--- src/rtl/uart_tx_buffered.sv ---
// uart_tx_buffered: FIFO-buffered UART transmitter with programmable baud
// divisor, optional even/odd parity and one or two stop bits. Bus writes are
// queued and serialised back-to-back; status outputs feed the status read path.
module uart_tx_buffered #(
    parameter int DATA_BITS  = 8,
    parameter int FIFO_DEPTH = 16,
    parameter int DIV_W      = 16
) (
    input  logic                          clk,
    input  logic                          rst,
    input  logic                          uart_sel,
    input  logic                          wr,
    input  logic [DATA_BITS-1:0]          data_in,
    input  logic [DIV_W-1:0]              baud_div,
    input  logic                          parity_en,
    input  logic                          parity_odd,
    input  logic                          two_stop,
    input  logic                          clr_ovf,
    output logic                          tx,
    output logic                          busy,
    output logic                          fifo_empty,
    output logic                          fifo_full,
    output logic [$clog2(FIFO_DEPTH):0]   fifo_count,
    output logic                          overflow,
    output logic                          tx_done
);

    localparam int PTR_W = $clog2(FIFO_DEPTH);
    localparam int CNT_W = PTR_W + 1;
    localparam int BIT_W = (DATA_BITS > 1) ? $clog2(DATA_BITS) : 1;
    localparam logic [CNT_W-1:0] FULL_LEVEL = CNT_W'(FIFO_DEPTH);
    localparam logic [BIT_W-1:0] LAST_BIT   = BIT_W'(DATA_BITS - 1);

    typedef enum logic [2:0] {
        S_IDLE,
        S_START,
        S_DATA,
        S_PARITY,
        S_STOP
    } state_t;

    logic [DATA_BITS-1:0] mem [FIFO_DEPTH];
    logic [PTR_W-1:0]     wr_ptr;
    logic [PTR_W-1:0]     rd_ptr;
    logic [CNT_W-1:0]     count;

    state_t               state;
    logic [DATA_BITS-1:0] shift_reg;
    logic [BIT_W-1:0]     bit_idx;
    logic [DIV_W-1:0]     baud_cnt;
    logic [DIV_W-1:0]     div_lat;
    logic                 par_en_lat;
    logic                 par_odd_lat;
    logic                 two_stop_lat;
    logic                 par_bit;
    logic                 stop_second;

    logic                 push;
    logic                 pop;
    logic                 bit_end;
    logic                 last_stop;
    logic                 write_req;
    logic [DATA_BITS-1:0] head;

    assign fifo_count = count;
    assign fifo_empty = (count == '0);
    assign fifo_full  = (count == FULL_LEVEL);
    assign write_req  = uart_sel & wr;
    assign push       = write_req & ~fifo_full;
    assign head       = mem[rd_ptr];
    assign bit_end    = (baud_cnt == '0);
    assign last_stop  = (state == S_STOP) && bit_end && (!two_stop_lat || stop_second);
    assign pop        = !fifo_empty && ((state == S_IDLE) || last_stop);
    assign tx_done    = last_stop;
    assign busy       = (state != S_IDLE);

    // FIFO storage; contents need no reset since the pointers define validity
    always_ff @(posedge clk) begin
        if (push) begin
            mem[wr_ptr] <= data_in;
        end
    end

    // FIFO pointers and occupancy; a push and pop together leave the level unchanged
    always_ff @(posedge clk) begin
        if (rst) begin
            wr_ptr <= '0;
            rd_ptr <= '0;
            count  <= '0;
        end else begin
            if (push) begin
                wr_ptr <= wr_ptr + PTR_W'(1);
            end
            if (pop) begin
                rd_ptr <= rd_ptr + PTR_W'(1);
            end
            case ({push, pop})
                2'b10:   count <= count + CNT_W'(1);
                2'b01:   count <= count - CNT_W'(1);
                default: count <= count;
            endcase
        end
    end

    // Sticky overflow: a dropped write beats a simultaneous clear
    always_ff @(posedge clk) begin
        if (rst) begin
            overflow <= 1'b0;
        end else if (write_req && fifo_full) begin
            overflow <= 1'b1;
        end else if (clr_ovf) begin
            overflow <= 1'b0;
        end
    end

    // Frame sequencer: loads a frame from the FIFO head, latches its configuration and drives tx
    always_ff @(posedge clk) begin
        if (rst) begin
            state        <= S_IDLE;
            tx           <= 1'b1;
            shift_reg    <= '0;
            bit_idx      <= '0;
            baud_cnt     <= '0;
            div_lat      <= '0;
            par_en_lat   <= 1'b0;
            par_odd_lat  <= 1'b0;
            two_stop_lat <= 1'b0;
            par_bit      <= 1'b0;
            stop_second  <= 1'b0;
        end else begin
            if (!bit_end) begin
                baud_cnt <= baud_cnt - DIV_W'(1);
            end
            case (state)
                S_IDLE: begin
                    tx <= 1'b1;
                    if (pop) begin
                        state        <= S_START;
                        tx           <= 1'b0;
                        shift_reg    <= head;
                        par_bit      <= ^head;
                        baud_cnt     <= baud_div;
                        div_lat      <= baud_div;
                        par_en_lat   <= parity_en;
                        par_odd_lat  <= parity_odd;
                        two_stop_lat <= two_stop;
                    end
                end
                S_START: begin
                    if (bit_end) begin
                        state     <= S_DATA;
                        tx        <= shift_reg[0];
                        shift_reg <= shift_reg >> 1;
                        bit_idx   <= '0;
                        baud_cnt  <= div_lat;
                    end
                end
                S_DATA: begin
                    if (bit_end) begin
                        baud_cnt <= div_lat;
                        if (bit_idx == LAST_BIT) begin
                            if (par_en_lat) begin
                                state <= S_PARITY;
                                tx    <= par_bit ^ par_odd_lat;
                            end else begin
                                state       <= S_STOP;
                                tx          <= 1'b1;
                                stop_second <= 1'b0;
                            end
                        end else begin
                            tx        <= shift_reg[0];
                            shift_reg <= shift_reg >> 1;
                            bit_idx   <= bit_idx + BIT_W'(1);
                        end
                    end
                end
                S_PARITY: begin
                    if (bit_end) begin
                        state       <= S_STOP;
                        tx          <= 1'b1;
                        stop_second <= 1'b0;
                        baud_cnt    <= div_lat;
                    end
                end
                S_STOP: begin
                    if (bit_end) begin
                        if (two_stop_lat && !stop_second) begin
                            stop_second <= 1'b1;
                            baud_cnt    <= div_lat;
                        end else if (pop) begin
                            state        <= S_START;
                            tx           <= 1'b0;
                            shift_reg    <= head;
                            par_bit      <= ^head;
                            baud_cnt     <= baud_div;
                            div_lat      <= baud_div;
                            par_en_lat   <= parity_en;
                            par_odd_lat  <= parity_odd;
                            two_stop_lat <= two_stop;
                        end else begin
                            state <= S_IDLE;
                            tx    <= 1'b1;
                        end
                    end
                end
                default: begin
                    state <= S_IDLE;
                    tx    <= 1'b1;
                end
            endcase
        end
    end

endmodule
--- config.mk ---
export PLATFORM = sky130hd
export DESIGN_NAME = uart_tx_buffered
export DESIGN_NICKNAME = d
export VERILOG_FILES = /design/src/rtl/uart_tx_buffered.sv
export SDC_FILE = /design/constraint.sdc
export NUM_CORES = 1
export LEC_CHECK = 0
export ABC_CLOCK_PERIOD_IN_PS = 3900
export BUFFER_PORTS_ARGS = -buffer_cell sky130_fd_sc_hd__buf_2
export CAP_MARGIN = 20
export CORE_MARGIN = 4
export CORE_UTILIZATION = 43
export DETAILED_ROUTE_END_ITERATION = 16
export PLACE_DENSITY = 0.58
export RECOVER_POWER = 25
export SLEW_MARGIN = 20
export SYNTH_ARGS = -nofsm -noshare
export SYNTH_HDL_FRONTEND = slang
export SYNTH_SLANG_ARGS = --single-unit
export TNS_END_PERCENT = 1
--- constraint.sdc ---
create_clock -name clk -period 3.9 [get_ports clk]
set_clock_uncertainty 0.2 [all_clocks]
set_input_delay 0.195 -clock clk [delete_from_list [all_inputs] [get_ports clk]]
set_output_delay 0.195 -clock clk [all_outputs]
set_load 0.03 [all_outputs]
Word-level counts from Yosys, hierarchy flattened
Memories as Yosys holds them, arrays and structs flattened. A register that Yosys moved wholly into a read port is not among the register bits. Cells that the tools add are included.

$add $sub $neg: 6. Multiply operators: 0. Divide/modulo/power cells: 0. Order comparisons: 0. Equal/unequal tests: 18. Shifts and indexed selects: 0. Multiplexer cells: 70. Bitwise logic cells: 4. Reductions and logical operators: 28.

Operator list (count): $mux W16 (8); $mux W8 (6); $pmux W16 S3 (1); $mux W3 (11); $pmux W16 S2 (1); $pmux W8 S4 (1); $mux W1 (31); $ne A2 B2 Y1 const B (9); $logic_not A16 Y1 (1); $sub A16 B1 Y16 const B (1); $pmux W3 S5 (1); $reduce_and A7 Y1 (2); $pmux W5 S2 (1); $add A4 B1 Y4 const B (2); $mux W4 (2); $pmux W1 S2 (4); $reduce_bool A2 Y1 (4); $reduce_xor A8 Y1 (1); $eq A3 B2 Y1 const B (2); $eq A3 B3 Y1 const B (2); $pmux W3 S2 (1); $reduce_and A6 Y1 (1); $reduce_bool A3 Y1 (2); $add A5 B1 Y5 const B (1); 22 further kinds (30).

Bits in registers: 66. Bits in latches: 0. RAM bits: 128. ROM bits: 0. Bits of input ports: 32. Output and inout port bits: 11. Memories: 1.

Memories: mem (words 16, bits a word 8, rd ports 1, clocked after memory_dff 1, wr ports 1, RTL line 42) `logic [DATA_BITS-1:0] mem [FIFO_DEPTH];`.

Depth between registers and ports, before layout
Gate-level depths: netlist of the first run.

Depth after elaboration: 9. Depth in mapped cells: 17.

Least setup slack after synthesis of the first run
No wires, ideal clock.

Path kind: register -> register. Start: reg baud_cnt[0]. End: reg count[4] (netlist: fifo_count[4]). Setup time: 0.070 ns. Arrival time: 3.929 ns. Slack: -0.299 ns. Cell stages (with the launch flop): 17. Buffers on the path: 2. Period minus slack after synthesis: 4.199 ns. Cell sequence: dfxtp_1 -> inv_1 -> ha_1 -> and2b_1 -> nand4_1 -> nor3_1 -> o21ai_2 -> inv_2 -> buf_4 -> buf_2 -> ha_1 -> ha_1 -> a21o_1 -> a21oi_1 -> xor2_1 -> or3_1 -> a21oi_1.

Cells in the longest elaborated chain, start to end: 7. Elaborated cells on any way between the ends: 9. Classes of those cells: eq/ne (2); mux (1); reduce/logical (6).

Ends and longest elaborated chain: from (decl) (RTL line 50) `logic [DIV_W-1:0] baud_cnt;`; from (signal assigned) (RTL line 132) `baud_cnt <= baud_cnt - DIV_W'(1);`; from (signal assigned) (RTL line 142) `baud_cnt <= baud_div;`; from (signal assigned) (RTL line 155) `baud_cnt <= div_lat;`; $logic_not A16 Y1 (*) (RTL line 71) `assign bit_end = (baud_cnt == '0);`; $logic_and A1 B1 Y1 (*) (2 in a row) (RTL line 72) `assign last_stop = (state == S_STOP) && bit_end && (!two_stop_lat || stop_second);`; net tx_done (RTL line 25) `output logic tx_done`; $logic_or A1 B1 Y1 (*) (RTL line 73) `assign pop = !fifo_empty && ((state == S_IDLE) || last_stop);`; $logic_and A1 B1 Y1 (*) (RTL line 73); net pop (RTL line 59) `logic pop;`; $eq A2 B1 Y1 / $eq A2 B2 Y1 (equally long branches) (RTL line 97) `case ({push, pop})`; $pmux W5 S2 / $reduce_bool A2 Y1 (equally long branches); to (signal assigned) (RTL line 98) `2'b10: count <= count + CNT_W'(1);`; to (signal assigned) (RTL line 99) `2'b01: count <= count - CNT_W'(1);`; to (signal assigned) (RTL line 100) `default: count <= count;`; to (decl) (RTL line 45) `logic [CNT_W-1:0] count;`.

Mark *: on every way through the listed nets, which the timed path passes. The rest lies on a longest branch. A chain may end at the register's enable or synchronous reset.

Worst setup path after layout of the first run
Start: reg baud_cnt[7]. End: reg count[4] (netlist: fifo_count[4]).

Cells in the longest elaborated chain, start to end: 7. Elaborated cells on any way between the ends: 9. Classes of those cells: eq/ne (2); mux (1); reduce/logical (6).

Ends and longest elaborated chain (RTL line): $logic_not A16 Y1 (*) (71); $logic_and A1 B1 Y1 (*) (2 in a row) (72); $logic_or A1 B1 Y1 (*) (73); $logic_and A1 B1 Y1 (*) (73); $eq A2 B1 Y1 / $eq A2 B2 Y1 (equally long branches) (97); $pmux W5 S2 / $reduce_bool A2 Y1 (equally long branches).

Mark *: on every way between the ends. The rest lies on a longest branch, timed or not.

==> results of run 1 <==
==> cell families after synthesis <==
| family | count (synthesis) | synth area share [%] |
|---|---|---|
| xor gates and xnor gates | 25 | 2.55 |
| muxes | 52 | 10.5 |
| and+or+nand+nor | 232 | 11.8 |
| DFF | 198 | 59.1 |
| AOI/OAI and AO/OA | 159 | 11.4 |
| buffers and inverters | 54 | 2.58 |
| adders and majority gates | 14 | 2.04 |
==> cell usage in the layout (no fill, tap or decap), types with 4 or more instances in the layout <==
master                          count
sky130_fd_sc_hd__mux4_2            32
sky130_fd_sc_hd__a21o_1             4
sky130_fd_sc_hd__nor2_1            74
sky130_fd_sc_hd__nand4_1            4
sky130_fd_sc_hd__ha_1              12
sky130_fd_sc_hd__clkbuf_16         17
sky130_fd_sc_hd__clkbuf_1           6
sky130_fd_sc_hd__nor4_1             5
sky130_fd_sc_hd__buf_4             18
sky130_fd_sc_hd__o21ai_0           27
sky130_fd_sc_hd__a21oi_1           57
sky130_fd_sc_hd__a22oi_1           19
sky130_fd_sc_hd__dfxtp_1           69
sky130_fd_sc_hd__a31oi_1            6
sky130_fd_sc_hd__o211ai_1           4
sky130_fd_sc_hd__xnor2_1           12
sky130_fd_sc_hd__nand2b_1           9
sky130_fd_sc_hd__dlygate4sd3_1     29
sky130_fd_sc_hd__nor3_1            15
sky130_fd_sc_hd__a32oi_1            4
sky130_fd_sc_hd__a211oi_1           4
sky130_fd_sc_hd__mux2i_1           11
sky130_fd_sc_hd__nor2b_1            7
sky130_fd_sc_hd__inv_6              4
sky130_fd_sc_hd__edfxtp_1         128
sky130_fd_sc_hd__nand2_1           87
sky130_fd_sc_hd__mux2_2             9
sky130_fd_sc_hd__inv_1             10
sky130_fd_sc_hd__a22o_1             5
sky130_fd_sc_hd__nand3_1           11
sky130_fd_sc_hd__buf_2             36
sky130_fd_sc_hd__xor2_1            12
==> metrics by stage <==
| step | power, mW | std cells | utilization (%) | instance area, um^2 |
|---|---|---|---|---|
| global route | 7.54 | 1081 | 50.5 | 10200 |
| CTS | 7.14 | 1081 | 50.5 | 10300 |
| global placement | 5.32 | 1021 | 46.2 | 9380 |
| detailed placement | 5.37 | 1021 | 46.2 | 9380 |
| finish | 7.10 | 1081 | 50.5 | 10200 |
| floorplan | 4.73 | 734 | - | 8880 |
==> worst reg2reg max path, stage by stage, from the launching register on <==
cell,delay [ns]
sky130_fd_sc_hd__dfxtp_1,0.34
sky130_fd_sc_hd__nor4_1,0.51
sky130_fd_sc_hd__nand4_1,0.35
sky130_fd_sc_hd__nor3_2,0.36
sky130_fd_sc_hd__o21ai_2,0.10
sky130_fd_sc_hd__inv_2,0.06
sky130_fd_sc_hd__ha_1,0.27
sky130_fd_sc_hd__ha_1,0.32
sky130_fd_sc_hd__a21o_1,0.18
sky130_fd_sc_hd__a21oi_1,0.21
sky130_fd_sc_hd__xor2_1,0.11
sky130_fd_sc_hd__or3_1,0.31
sky130_fd_sc_hd__a21oi_1,0.14
==> report_power, final <==
part           switching [mW]  total (mW)  internal [mW]  leakage (nW)
Clock                   0.839        1.75          0.909         0.282
Combinational            1.53        2.68           1.15          1.59
Sequential              0.218        2.68           2.46          1.73
==> final cells by class <==
cell class / count / area, um^2
fill: 1800 / 10100
tap: 270 / 338
multi-input combinational: 482 / 3410
clock buffer: 17 / 425
inverter: 11 / 41.3
timing repair buffer: 89 / 628
clock inverter: 14 / 160
sequential: 198 / 5250
==> final timing paths <==
| kind | endpoint | depth (start not counted) | slack (ns) | start |
|---|---|---|---|---|
| min reg2reg | div_lat[2] | 2 | 0.26 | div_lat[2] |
| min | fifo_count[2] | 2 | 0.11 | rst |
| max | fifo_count[4] | 12 | 0.36 | baud_cnt[7] |
| max reg2reg | fifo_count[4] | 12 | 0.36 | baud_cnt[7] |
==> repair_timing <==
| action | 4_1_cts | 5_1_grt |
|---|---|---|
| resized for setup | 0 | 0 |
| hold endpoints to repair | 156 | 0 |
| hold buffers | 29 | 0 |
==> routing by layer <==
metal / track usage [%] / wire length (um)
met1: 24.9 / 8920
met2: 30.4 / 10000
met3: 3.39 / 894
met4: 5.84 / 300
met5: 0 / 0
==> metrics.md, run 1 <==
| Metric | Value |
|---|---|
| Number of antenna violations at the first check in global routing | `0` |
| Endpoint arrival time on the critical path | `between 3 and 4 ns` |
| Worst-case setup margin in the final layout | `0.356 ns` |
| Delay contributed by the slowest stage of the critical path | `0.51 ns` |
| Critical path capture point type | `flop` |
| Number of antenna repair diodes | `0` |
| Pre-CTS WS | `0.474 ns` |
| Number of buffers created by CTS | `17` |
| IO Pins | `43` |
| Setup Crit Path Kind | `reg2reg` |
| Largest net degree at the start of global routing | `41` |
| Fraction of final layout cells with drive strength greater than 1 | `17.6%` |
| Clock slew at reported path FFs | `0.08 ns` |
| Post-synth top flop | `sky130_fd_sc_hd__edfxtp_1` |
| Via count | `6051` |
| Number of cells produced by synthesis | `734` |
| Fraction of the cycle the final worst path needs | `90.9%` |
| Final setup violation count | `0` |
| Slowest cell on crit path | `sky130_fd_sc_hd__nor4_1` |
| Die Wd | `152 um` |
| Total nets after synthesis | `779` |
| Average cell area after synthesis | `12.1 um^2` |
| Total of warnings raised by yosys | `0` |
| Number of iterations in the first detailed-routing pass | `5` |
| Standard cell core area | `20300 um^2` |
| TritonCTS clock tree | `built` |
| Half-perimeter wire length after detailed placement | `~13000 um` |
| Placement row count | `52` |
| Outcome | `completed` |
| Number of H-tree levels | `4` |
| Top flop regs | `mem (128), baud_cnt (16), div_lat (16)` |
| Synthesized area | `8870 um^2` |
| Number of flops mapped to enable cells by yosys | `128` |
| Final-report hold violation count | `0` |
| Shortest period the worst path allows | `approximately 3.5 ns` |
| Post-synthesis sequential element count | `198` |
| Number of unique standard cell types used by synthesis | `65` |
| Cell-by-cell listing of the critical path | `nor4_1 > nand4_1 > nor3_2 > o21ai_2 > inv_2 > ha_1 > ha_1 > a21o_1 > a21oi_1 > xor2_1 > or3_1 > a21oi_1` |
| Count of final max-slew check failures | `0` |
| Number of DRC markers in iteration 0 | `around 440` |
| Overall global routing resource usage | `18.5%` |
| Startpoint class of the critical path | `flop` |
| Vertical extent of the die | `152 um` |
| Power density cells | `between 600 and 700 nW/um^2` |
| Synth cell count leaders | `sky130_fd_sc_hd__edfxtp_1 (128), sky130_fd_sc_hd__nand2_1 (87), sky130_fd_sc_hd__nor2_1 (74)` |
| DRT antenna net count | `0` |
| Die Outline Area | `23000 um^2` |
| Worst path bufs/invs | `1` |
| Most frequent cell after synthesis | `sky130_fd_sc_hd__edfxtp_1` |
| RSZ-0062 raised after global routing | `no` |
| DRT Wirelength | `20100 um` |
| Net total in the final layout | `844` |
| Required time of the critical path | `4.06 ns` |
| Global-route congestion overflow total | `0` |
| Final total negative setup slack | `0 ns` |
| FMAX | `282 MHz` |
| DRC errors left | `0` |
| Max_cap viols | `0` |
| Insertion delay of the later-clocked pin in the worst-skew pair | `between 0.4 and 0.5 ns` |
| Starting Density | `43.7%` |
| Vias per cell | `approximately 5.6` |
| Relative slew slack | `around 45%` |
| Routability Congestion | `0.886` |
| Delay-heaviest family, CP | `simple AND/OR/NAND/NOR gates` |
| Wire length of the first global-routing pass | `32300 um` |
| Count of buffers inserted at the top-level ports | `42` |
| Slew at the pin closest to its max-slew limit | `0.823 ns` |
| CTS Buffer Depth | `2` |
| Top area cells in the synthesized netlist | `sky130_fd_sc_hd__edfxtp_1 (43%), sky130_fd_sc_hd__dfxtp_1 (16%), sky130_fd_sc_hd__mux4_2 (8.1%)` |
| Class of the tightest hold or removal check | `in2reg` |
| Cell taking the most area after synthesis | `sky130_fd_sc_hd__edfxtp_1` |
| Buffer count from post-CTS setup fixing | `0` |
| Portion of the post-synthesis area used by sequential elements | `59.1%` |
| Register containing the most flip-flops in the final layout | `mem` |
| CTS Root Cell | `sky130_fd_sc_hd__clkbuf_16` |
| Sink Count | `198` |
| Worst slack on hold paths | `0.107 ns` |
| Max FFs per register | `128` |
| Number of global-route vias before repair | `5972` |
| Highest net fanout along the worst path | `5` |
| Peak VDD IR | `~0.29 mV` |
| Static leakage | `3.60 nW` |
| Share of the synthesized area in the top cell type | `between 40% and 50%` |
| Layout Area Growth over Synthesis | `15.4%` |
| WL/cell | `around 19 um` |
| Post-synth ARST share | `0%` |
Note: power is estimated with default switching activity, not from simulation.
==> run 2: changes to the inputs <==
--- a/config.mk
+++ b/config.mk
@@ -7,7 +7,8 @@
 export LEC_CHECK = 0
 export ABC_CLOCK_PERIOD_IN_PS = 3900
 export BUFFER_PORTS_ARGS = -buffer_cell sky130_fd_sc_hd__buf_2
-export CAP_MARGIN = 20
+export CAP_MARGIN = 15
+export CORE_ASPECT_RATIO = 1.2
 export CORE_MARGIN = 4
 export CORE_UTILIZATION = 43
 export DETAILED_ROUTE_END_ITERATION = 16
==> run 2 against run 1 <==
  * First-iteration DRC count fell by 5.3%
  * Flip-flop and latch count did not move
  * Setup slack improved by 0.090 ns
  * Clock power barely moved
  * Wire length rose by 2.9%
  * Sequential share of layout area fell by 0.075 points
  * Largest power group is now combinational logic
  * Hold slack improved by 0.034 ns
  * Via count barely moved
  * Cell count fell by 0.46%
  * Critical path depth did not move
  * Clock-buffer cell count did not move
==> metrics.md, run 2 (same netlist as run 1, synthesis figures left out) <==
| Metric | Value |
|---|---|
| Outcome | `completed (unchanged)` |
| Half-perimeter wire length after detailed placement | `13900 um (was 13400 um)` |
| CTS Buffer Depth | `2 (unchanged)` |
| Register containing the most flip-flops in the final layout | `mem (unchanged)` |
| IO Pins | `43 (unchanged)` |
| Routability Congestion | `0.880 (was 0.886)` |
| FMAX | `290 MHz (was 282 MHz)` |
| Starting Density | `43.8% (was 43.7%)` |
| Sink Count | `198 (unchanged)` |
| Total Power Consumption | `7.16 mW (was 7.10 mW)` |
| DRC errors left | `0 (unchanged)` |
| Clock slew at reported path FFs | `0.08 ns (about the same)` |
| Via count | `6048 (was 6051)` |
| Largest net degree at the start of global routing | `44 (was 41)` |
| Slew at the pin closest to its max-slew limit | `0.857 ns (was 0.823 ns)` |
| Number of H-tree levels | `4 (unchanged)` |
| WL/cell | `19.3 um (was 18.6 um)` |
| Met1 usage | `22.2% (was 24.9%)` |
| Power density cells | `698 nW/um^2 (was 693 nW/um^2)` |
| Final total negative setup slack | `0 ns (unchanged)` |
| Slowest cell on crit path | `sky130_fd_sc_hd__nor4_1 (unchanged)` |
| Number of buffers created by CTS | `17 (unchanged)` |
| Worst path bufs/invs | `1 (unchanged)` |
| Number of antenna repair diodes | `0 (unchanged)` |
| Placement row count | `57 (was 52)` |
| Shortest period the worst path allows | `3.45 ns (was 3.54 ns)` |
| Static leakage | `3.60 nW (about the same)` |
| Delay-heaviest family, CP | `simple AND/OR/NAND/NOR gates (unchanged)` |
| Final setup violation count | `0 (unchanged)` |
| Count of buffers inserted at the top-level ports | `42 (unchanged)` |
| Class of the tightest hold or removal check | `in2reg (unchanged)` |
| Sequential cell area | `5250 um^2 (unchanged)` |
| Fraction of the cycle the final worst path needs | `88.6% (was 90.9%)` |
| Layout Area Growth over Synthesis | `15.6% (was 15.4%)` |
| Number of DRC markers in iteration 0 | `413 (was 436)` |
| Buffer count from post-CTS setup fixing | `0 (unchanged)` |
| Top flop regs | `mem (128), baud_cnt (16), div_lat (16) (unchanged)` |
| Peak VDD IR | `0.340 mV (was 0.287 mV)` |
| Vias per cell | `5.62 (was 5.60)` |
| Met2 GRT Util | `32.7% (was 30.4%)` |
| Highest net fanout along the worst path | `5 (unchanged)` |
| Overall global routing resource usage | `18.2% (was 18.5%)` |
| TritonCTS clock tree | `built (unchanged)` |
| RSZ-0062 raised after global routing | `no (unchanged)` |
| DRT antenna net count | `0 (unchanged)` |
| Endpoint arrival time on the critical path | `3.62 ns (was 3.70 ns)` |
| Commonest non-fill, non-tap cells in the layout | `sky130_fd_sc_hd__edfxtp_1 (128), sky130_fd_sc_hd__nand2_1 (87), sky130_fd_sc_hd__nor2_1 (74) (unchanged)` |
| Fraction of final layout cells with drive strength greater than 1 | `17.4% (was 17.6%)` |
| Number of antenna violations at the first check in global routing | `0 (unchanged)` |
| DRT Wirelength | `20700 um (was 20100 um)` |
| CTS Root Cell | `sky130_fd_sc_hd__clkbuf_16 (unchanged)` |
| Number of fill cells in the layout | `1833 (was 1800)` |
| Number of iterations in the first detailed-routing pass | `6 (was 5)` |
| Delay contributed by the slowest stage of the critical path | `0.51 ns (about the same)` |
| Relative slew slack | `42.4% (was 45.0%)` |
| Met3 track demand over resource | `3.25% (was 3.39%)` |
| Number of global-route vias before repair | `6084 (was 5972)` |
| Critical path capture point type | `flop (unchanged)` |
| Die Wd | `139 um (was 152 um)` |
| Insertion delay of the later-clocked pin in the worst-skew pair | `0.43 ns (was 0.44 ns)` |
| Startpoint class of the critical path | `flop (unchanged)` |
| Final cell count without fillers | `1076 (was 1081)` |
| Required time of the critical path | `4.06 ns (about the same)` |
| Cell-by-cell listing of the critical path | `nor4_1 > nand4_1 > nor3_2 > o21ai_2 > inv_2 > ha_1 > ha_1 > a21o_1 > a21oi_1 > xor2_1 > or3_1 > a21oi_1 (unchanged)` |
| Final-report hold violation count | `0 (unchanged)` |
| Leading cell type in the layout, fill and taps excluded | `sky130_fd_sc_hd__edfxtp_1 (unchanged)` |
| Max_cap viols | `0 (unchanged)` |
| Wire length of the first global-routing pass | `32700 um (was 32300 um)` |
| Area of the multi-input gates | `3410 um^2 (unchanged)` |
| Net total in the final layout | `843 (was 844)` |
| Die Outline Area | `23000 um^2 (about the same)` |
| Standard cell core area | `20300 um^2 (about the same)` |
| Count of final max-slew check failures | `0 (unchanged)` |
| Max FFs per register | `128 (unchanged)` |
| Setup Crit Path Kind | `reg2reg (unchanged)` |
| Global-route congestion overflow total | `0 (unchanged)` |
| Vertical extent of the die | `165 um (was 152 um)` |
| GR peak layer | `met2 (unchanged)` |
| Number of placed cells counting well taps | `1014 (was 1021)` |
run 2: cell types whose count changed in the layout (fill, tap and decap cells not counted), sizes merged:
cell | before | now
buf | 54 | 51
clkbuf | 23 | 24
clkinvlp | 2 | 1
dlygate4sd3 | 29 | 30
inv | 18 | 20
run 2: where the power goes:
group	leakage, nW	total, mW	internal, mW	switching, mW
logic	1.58	2.71	1.15	1.56
registers	1.73	2.68	2.46	0.218
clock network	0.294	1.78	0.923	0.860
run 2: final cells by class:
| class | count | share of cell area (%) |
|---|---|---|
| clock buffers | 17 | 4.15 |
| clock inverters | 15 | 1.71 |
| inverters | 11 | 0.402 |
| multi-input cells | 482 | 33.2 |
| flip-flops and latches | 198 | 51.1 |
| well taps | 265 | 3.23 |
| repair buffers | 88 | 6.18 |
run 2: per-layer routing:
metal | wire length (um) | part of all wire, %
met5 | 0 | 0
met4 | 539 | 2.6
met3 | 843 | 4.1
met2 | 10800 | 52
met1 | 8590 | 41
run 2: final timing paths:
check                                endpoint   startpoint  slack, ns  depth (start not counted)
worst max-delay path            fifo_count[4]  baud_cnt[7]       0.45                         12
worst min-delay path               bit_idx[0]          rst       0.14                          2
worst max register to register  fifo_count[4]  baud_cnt[7]       0.45                         12
worst min register to register     div_lat[0]   div_lat[0]       0.26                          2
run 2: worst reg2reg max path, cell delays in order, from the launching register on:
cell                      delay [ns]
sky130_fd_sc_hd__dfxtp_1        0.35
sky130_fd_sc_hd__nor4_1         0.51
sky130_fd_sc_hd__nand4_1        0.32
sky130_fd_sc_hd__nor3_2         0.37
sky130_fd_sc_hd__o21ai_2        0.11
sky130_fd_sc_hd__inv_2          0.07
sky130_fd_sc_hd__ha_1           0.27
sky130_fd_sc_hd__ha_1           0.31
sky130_fd_sc_hd__a21o_1         0.17
sky130_fd_sc_hd__a21oi_1        0.16
sky130_fd_sc_hd__xor2_1         0.10
sky130_fd_sc_hd__or3_1          0.32
sky130_fd_sc_hd__a21oi_1        0.14
run 2: stage by stage:
| stage | instance area [um^2] | worst slack, ns | hold slack (ns) | utilization (%) |
|---|---|---|---|---|
| global route | 10300 | 0.154 | 0.174 | 50.7 |
| floorplan | 8880 | 0.0278 | 0.0939 | - |
| detailed placement | 9370 | 0.541 | 0.248 | 46.3 |
| finish | 10300 | 0.446 | 0.141 | 50.7 |
| CTS | 10300 | 0.490 | 0.134 | 50.7 |
| global placement | 9370 | 0.627 | 0.245 | 46.3 |
run 2: what timing repair did:
| item | CTS | global route |
|---|---|---|
| hold buffers | 30 | 0 |
| endpoints found under the hold margin | 156 | 0 |
| resized for setup | 0 | 0 |
==> run 3: changes to the inputs <==
--- a/config.mk
+++ b/config.mk
@@ -10,9 +10,9 @@
 export CAP_MARGIN = 15
 export CORE_ASPECT_RATIO = 1.2
 export CORE_MARGIN = 4
-export CORE_UTILIZATION = 43
+export CORE_UTILIZATION = 55
 export DETAILED_ROUTE_END_ITERATION = 16
-export PLACE_DENSITY = 0.58
+export PLACE_DENSITY = 0.72
 export RECOVER_POWER = 25
 export SLEW_MARGIN = 20
 export SYNTH_ARGS = -nofsm -noshare
==> run 3 against run 2 <==
  * First-iteration DRC count is 25% higher
  * Sequential power hardly changed
  * Setup slack worse by 0.068 ns
  * Largest cell class unchanged
  * Highest routed layer unchanged
==> metrics.md, run 3 (same netlist as run 1, synthesis figures left out) <==
| Metric | Value |
|---|---|
| Routability Congestion | `0.922 (was 0.880)` |
| RSZ-0062 raised after global routing | `no (unchanged)` |
| Instance count along the most critical hold path | `2 (unchanged)` |
| Required time of the critical path | `4.06 ns (about the same)` |
| Clock slew at reported path FFs | `0.08 ns (about the same)` |
| Starting Density | `56.5% (was 43.8%)` |
| Insertion delay of the later-clocked pin in the worst-skew pair | `0.44 ns (was 0.43 ns)` |
| DRT antenna net count | `0 (unchanged)` |
| Placement row count | `50 (was 57)` |
| Relative slew slack | `41.9% (was 42.4%)` |
| WL/cell | `19.9 um (was 19.3 um)` |
| IO Pins | `43 (unchanged)` |
| Number of global-route vias before repair | `6319 (was 6084)` |
| TritonCTS clock tree | `built (unchanged)` |
| Layout Area Growth over Synthesis | `14.6% (was 15.6%)` |
| Worst path bufs/invs | `1 (unchanged)` |
| Sink Count | `198 (unchanged)` |
| Die Wd | `124 um (was 139 um)` |
| Number of H-tree levels | `4 (unchanged)` |
| Finished Core Util | `64.8% (was 50.7%)` |
| Buffer count from post-CTS setup fixing | `0 (unchanged)` |
| CTS Root Cell | `sky130_fd_sc_hd__clkbuf_16 (unchanged)` |
| Slowest cell on crit path | `sky130_fd_sc_hd__nor4_1 (unchanged)` |
| Number of iterations in the first detailed-routing pass | `5 (was 6)` |
| Switching share of total power | `37.2% (was 36.8%)` |
| Hold Crit Start | `rst (unchanged)` |
| Cell-by-cell listing of the critical path | `nor4_1 > nand4_1 > nor3_2 > o21ai_2 > inv_2 > ha_1 > ha_1 > a21o_1 > a21oi_1 > xor2_1 > or3_1 > a21oi_1 (unchanged)` |
| Delay contributed by the slowest stage of the critical path | `0.54 ns (was 0.51 ns)` |
| Shortest period the worst path allows | `3.52 ns (was 3.45 ns)` |
| DRT Wirelength | `20300 um (was 20700 um)` |
| Slew at the pin closest to its max-slew limit | `0.871 ns (was 0.857 ns)` |
| CTS Buffer Depth | `2 (unchanged)` |
| Vias per cell | `6.05 (was 5.62)` |
| Count of buffers inserted at the top-level ports | `42 (unchanged)` |
| Reg2reg start | `baud_cnt[6] (was baud_cnt[7])` |
| Total net switching power | `2.65 mW (was 2.64 mW)` |
| Vertical extent of the die | `147 um (was 165 um)` |
| Number of antenna repair diodes | `0 (unchanged)` |
| Net total in the final layout | `842 (was 843)` |
| Wire length of the first global-routing pass | `33000 um (was 32700 um)` |
| Number of buffers created by CTS | `17 (unchanged)` |
| Register containing the most flip-flops in the final layout | `mem (unchanged)` |
| Final cell count without fillers | `1018 (was 1076)` |
| Via count | `6157 (was 6048)` |
| Commonest non-fill, non-tap cells in the layout | `sky130_fd_sc_hd__edfxtp_1 (128), sky130_fd_sc_hd__nand2_1 (87), sky130_fd_sc_hd__nor2_1 (74) (unchanged)` |
| Final setup violation count | `0 (unchanged)` |
| Power density cells | `700 nW/um^2 (was 698 nW/um^2)` |
| Delay-heaviest family, CP | `simple AND/OR/NAND/NOR gates (unchanged)` |
| Largest net degree at the start of global routing | `45 (was 44)` |
| Clock group share of total power | `25.0% (was 24.9%)` |
| Setup slack of the most critical reg-to-reg path | `0.38 ns (was 0.45 ns)` |
| R2R Path End | `fifo_count[4] (unchanged)` |
| Number of fill cells in the layout | `1210 (was 1833)` |
| Worst slack on hold paths | `0.152 ns (was 0.141 ns)` |
| Leading cell type in the layout, fill and taps excluded | `sky130_fd_sc_hd__edfxtp_1 (unchanged)` |
| Internal portion of total power | `4.48 mW (was 4.53 mW)` |
| Part of the power in registers | `37.2% (was 37.4%)` |
| Worst Reg2Reg Path Length in Cells | `12 (unchanged)` |
| Number of DRC markers in iteration 0 | `517 (was 413)` |
| Half-perimeter wire length after detailed placement | `13700 um (was 13900 um)` |
| Final-report hold violation count | `0 (unchanged)` |
| Outcome | `completed (unchanged)` |
| Number of placed cells counting well taps | `957 (was 1014)` |
| Final total negative setup slack | `0 ns (unchanged)` |
| Critical path capture point type | `flop (unchanged)` |
| Max_cap viols | `0 (unchanged)` |
| Count of final max-slew check failures | `0 (unchanged)` |
| Die Outline Area | `18200 um^2 (was 23000 um^2)` |
| FMAX | `284 MHz (was 290 MHz)` |
| Static leakage | `3.60 nW (about the same)` |
| Top flop regs | `mem (128), baud_cnt (16), div_lat (16) (unchanged)` |
| Setup Crit Path Kind | `reg2reg (unchanged)` |
| Sink of the worst hold path | `fifo_count[0] (was bit_idx[0])` |
| Class of the tightest hold or removal check | `in2reg (unchanged)` |
| Combinational share of power | `37.9% (was 37.8%)` |
| Fraction of the cycle the final worst path needs | `90.3% (was 88.6%)` |
| Highest net fanout along the worst path | `5 (unchanged)` |
| Overall global routing resource usage | `23.6% (was 18.2%)` |
| Standard cell core area | `15700 um^2 (was 20300 um^2)` |
| Global-route congestion overflow total | `0 (unchanged)` |
| Max FFs per register | `128 (unchanged)` |
| Endpoint arrival time on the critical path | `3.68 ns (was 3.62 ns)` |
| Fraction of final layout cells with drive strength greater than 1 | `17.5% (was 17.4%)` |
| Startpoint class of the critical path | `flop (unchanged)` |
| Peak VDD IR | `0.462 mV (was 0.340 mV)` |
| DRC errors left | `0 (unchanged)` |
| Number of antenna violations at the first check in global routing | `0 (unchanged)` |
==> run 3: worst max path at each step <==
stage / start / to / slack, ns / cells past startpoint
floorplan: baud_cnt[7] / fifo_count[4] / 0.03 / 14
global placement: baud_cnt[0] / fifo_count[4] / 0.57 / 14
detailed placement: baud_cnt[0] / fifo_count[4] / 0.46 / 14
CTS: baud_cnt[0] / fifo_count[4] / 0.44 / 14
global route: baud_cnt[0] / fifo_count[4] / 0.16 / 14
finish: baud_cnt[6] / fifo_count[4] / 0.38 / 12
==> run 3: what timing repair did <==
action                                 CTS  global route
hold buffers                            29             0
endpoints found under the hold margin  158             0
gates resized for setup                  0             0
==> run 3: power groups by stage <==
stage / clock network (mW) / logic [mW] / registers (mW)
3_3_place_gp: 0 / 2.60 / 2.67
6_report: 1.78 / 2.70 / 2.65
2_1_floorplan: 0 / 2.06 / 2.67
4_1_cts: 1.81 / 2.69 / 2.65
3_5_place_dp: 0 / 2.66 / 2.69
5_1_grt: 1.91 / 2.97 / 2.68
==> run 3: cell type report <==
cell class                 count  area, um^2  share of cell area (%)
sequential                   198        5250                    51.6
multi-input combinational    482        3410                    33.5
clock buffer                  17         425                    4.18
clock inverter                15         183                    1.80
tap                          208         260                    2.56
inverter                      11        41.3                   0.406
timing repair buffer          87         613                    6.03
==> run 3: stage by stage <==
stage | instance area, um^2 | total power [mW] | setup WS [ns]
2_1_floorplan | 8880 | 4.73 | 0.0278
3_3_place_gp | 9280 | 5.27 | 0.570
3_5_place_dp | 9280 | 5.35 | 0.464
4_1_cts | 10200 | 7.15 | 0.440
5_1_grt | 10200 | 7.56 | 0.159
6_report | 10200 | 7.12 | 0.378
==> run 3: routing by layer <==
layer / share of wire, % / GRT usage (%) / vias to the layer above / wire length [um]
met5: 0 / 0 / - / 0
met4: 3.0 / 8.88 / 0 / 617
met3: 3.9 / 4.27 / 49 / 793
met2: 53 / 41.1 / 182 / 10700
met1: 40 / 29.0 / 3056 / 8160
li1: - / - / 2870 / -
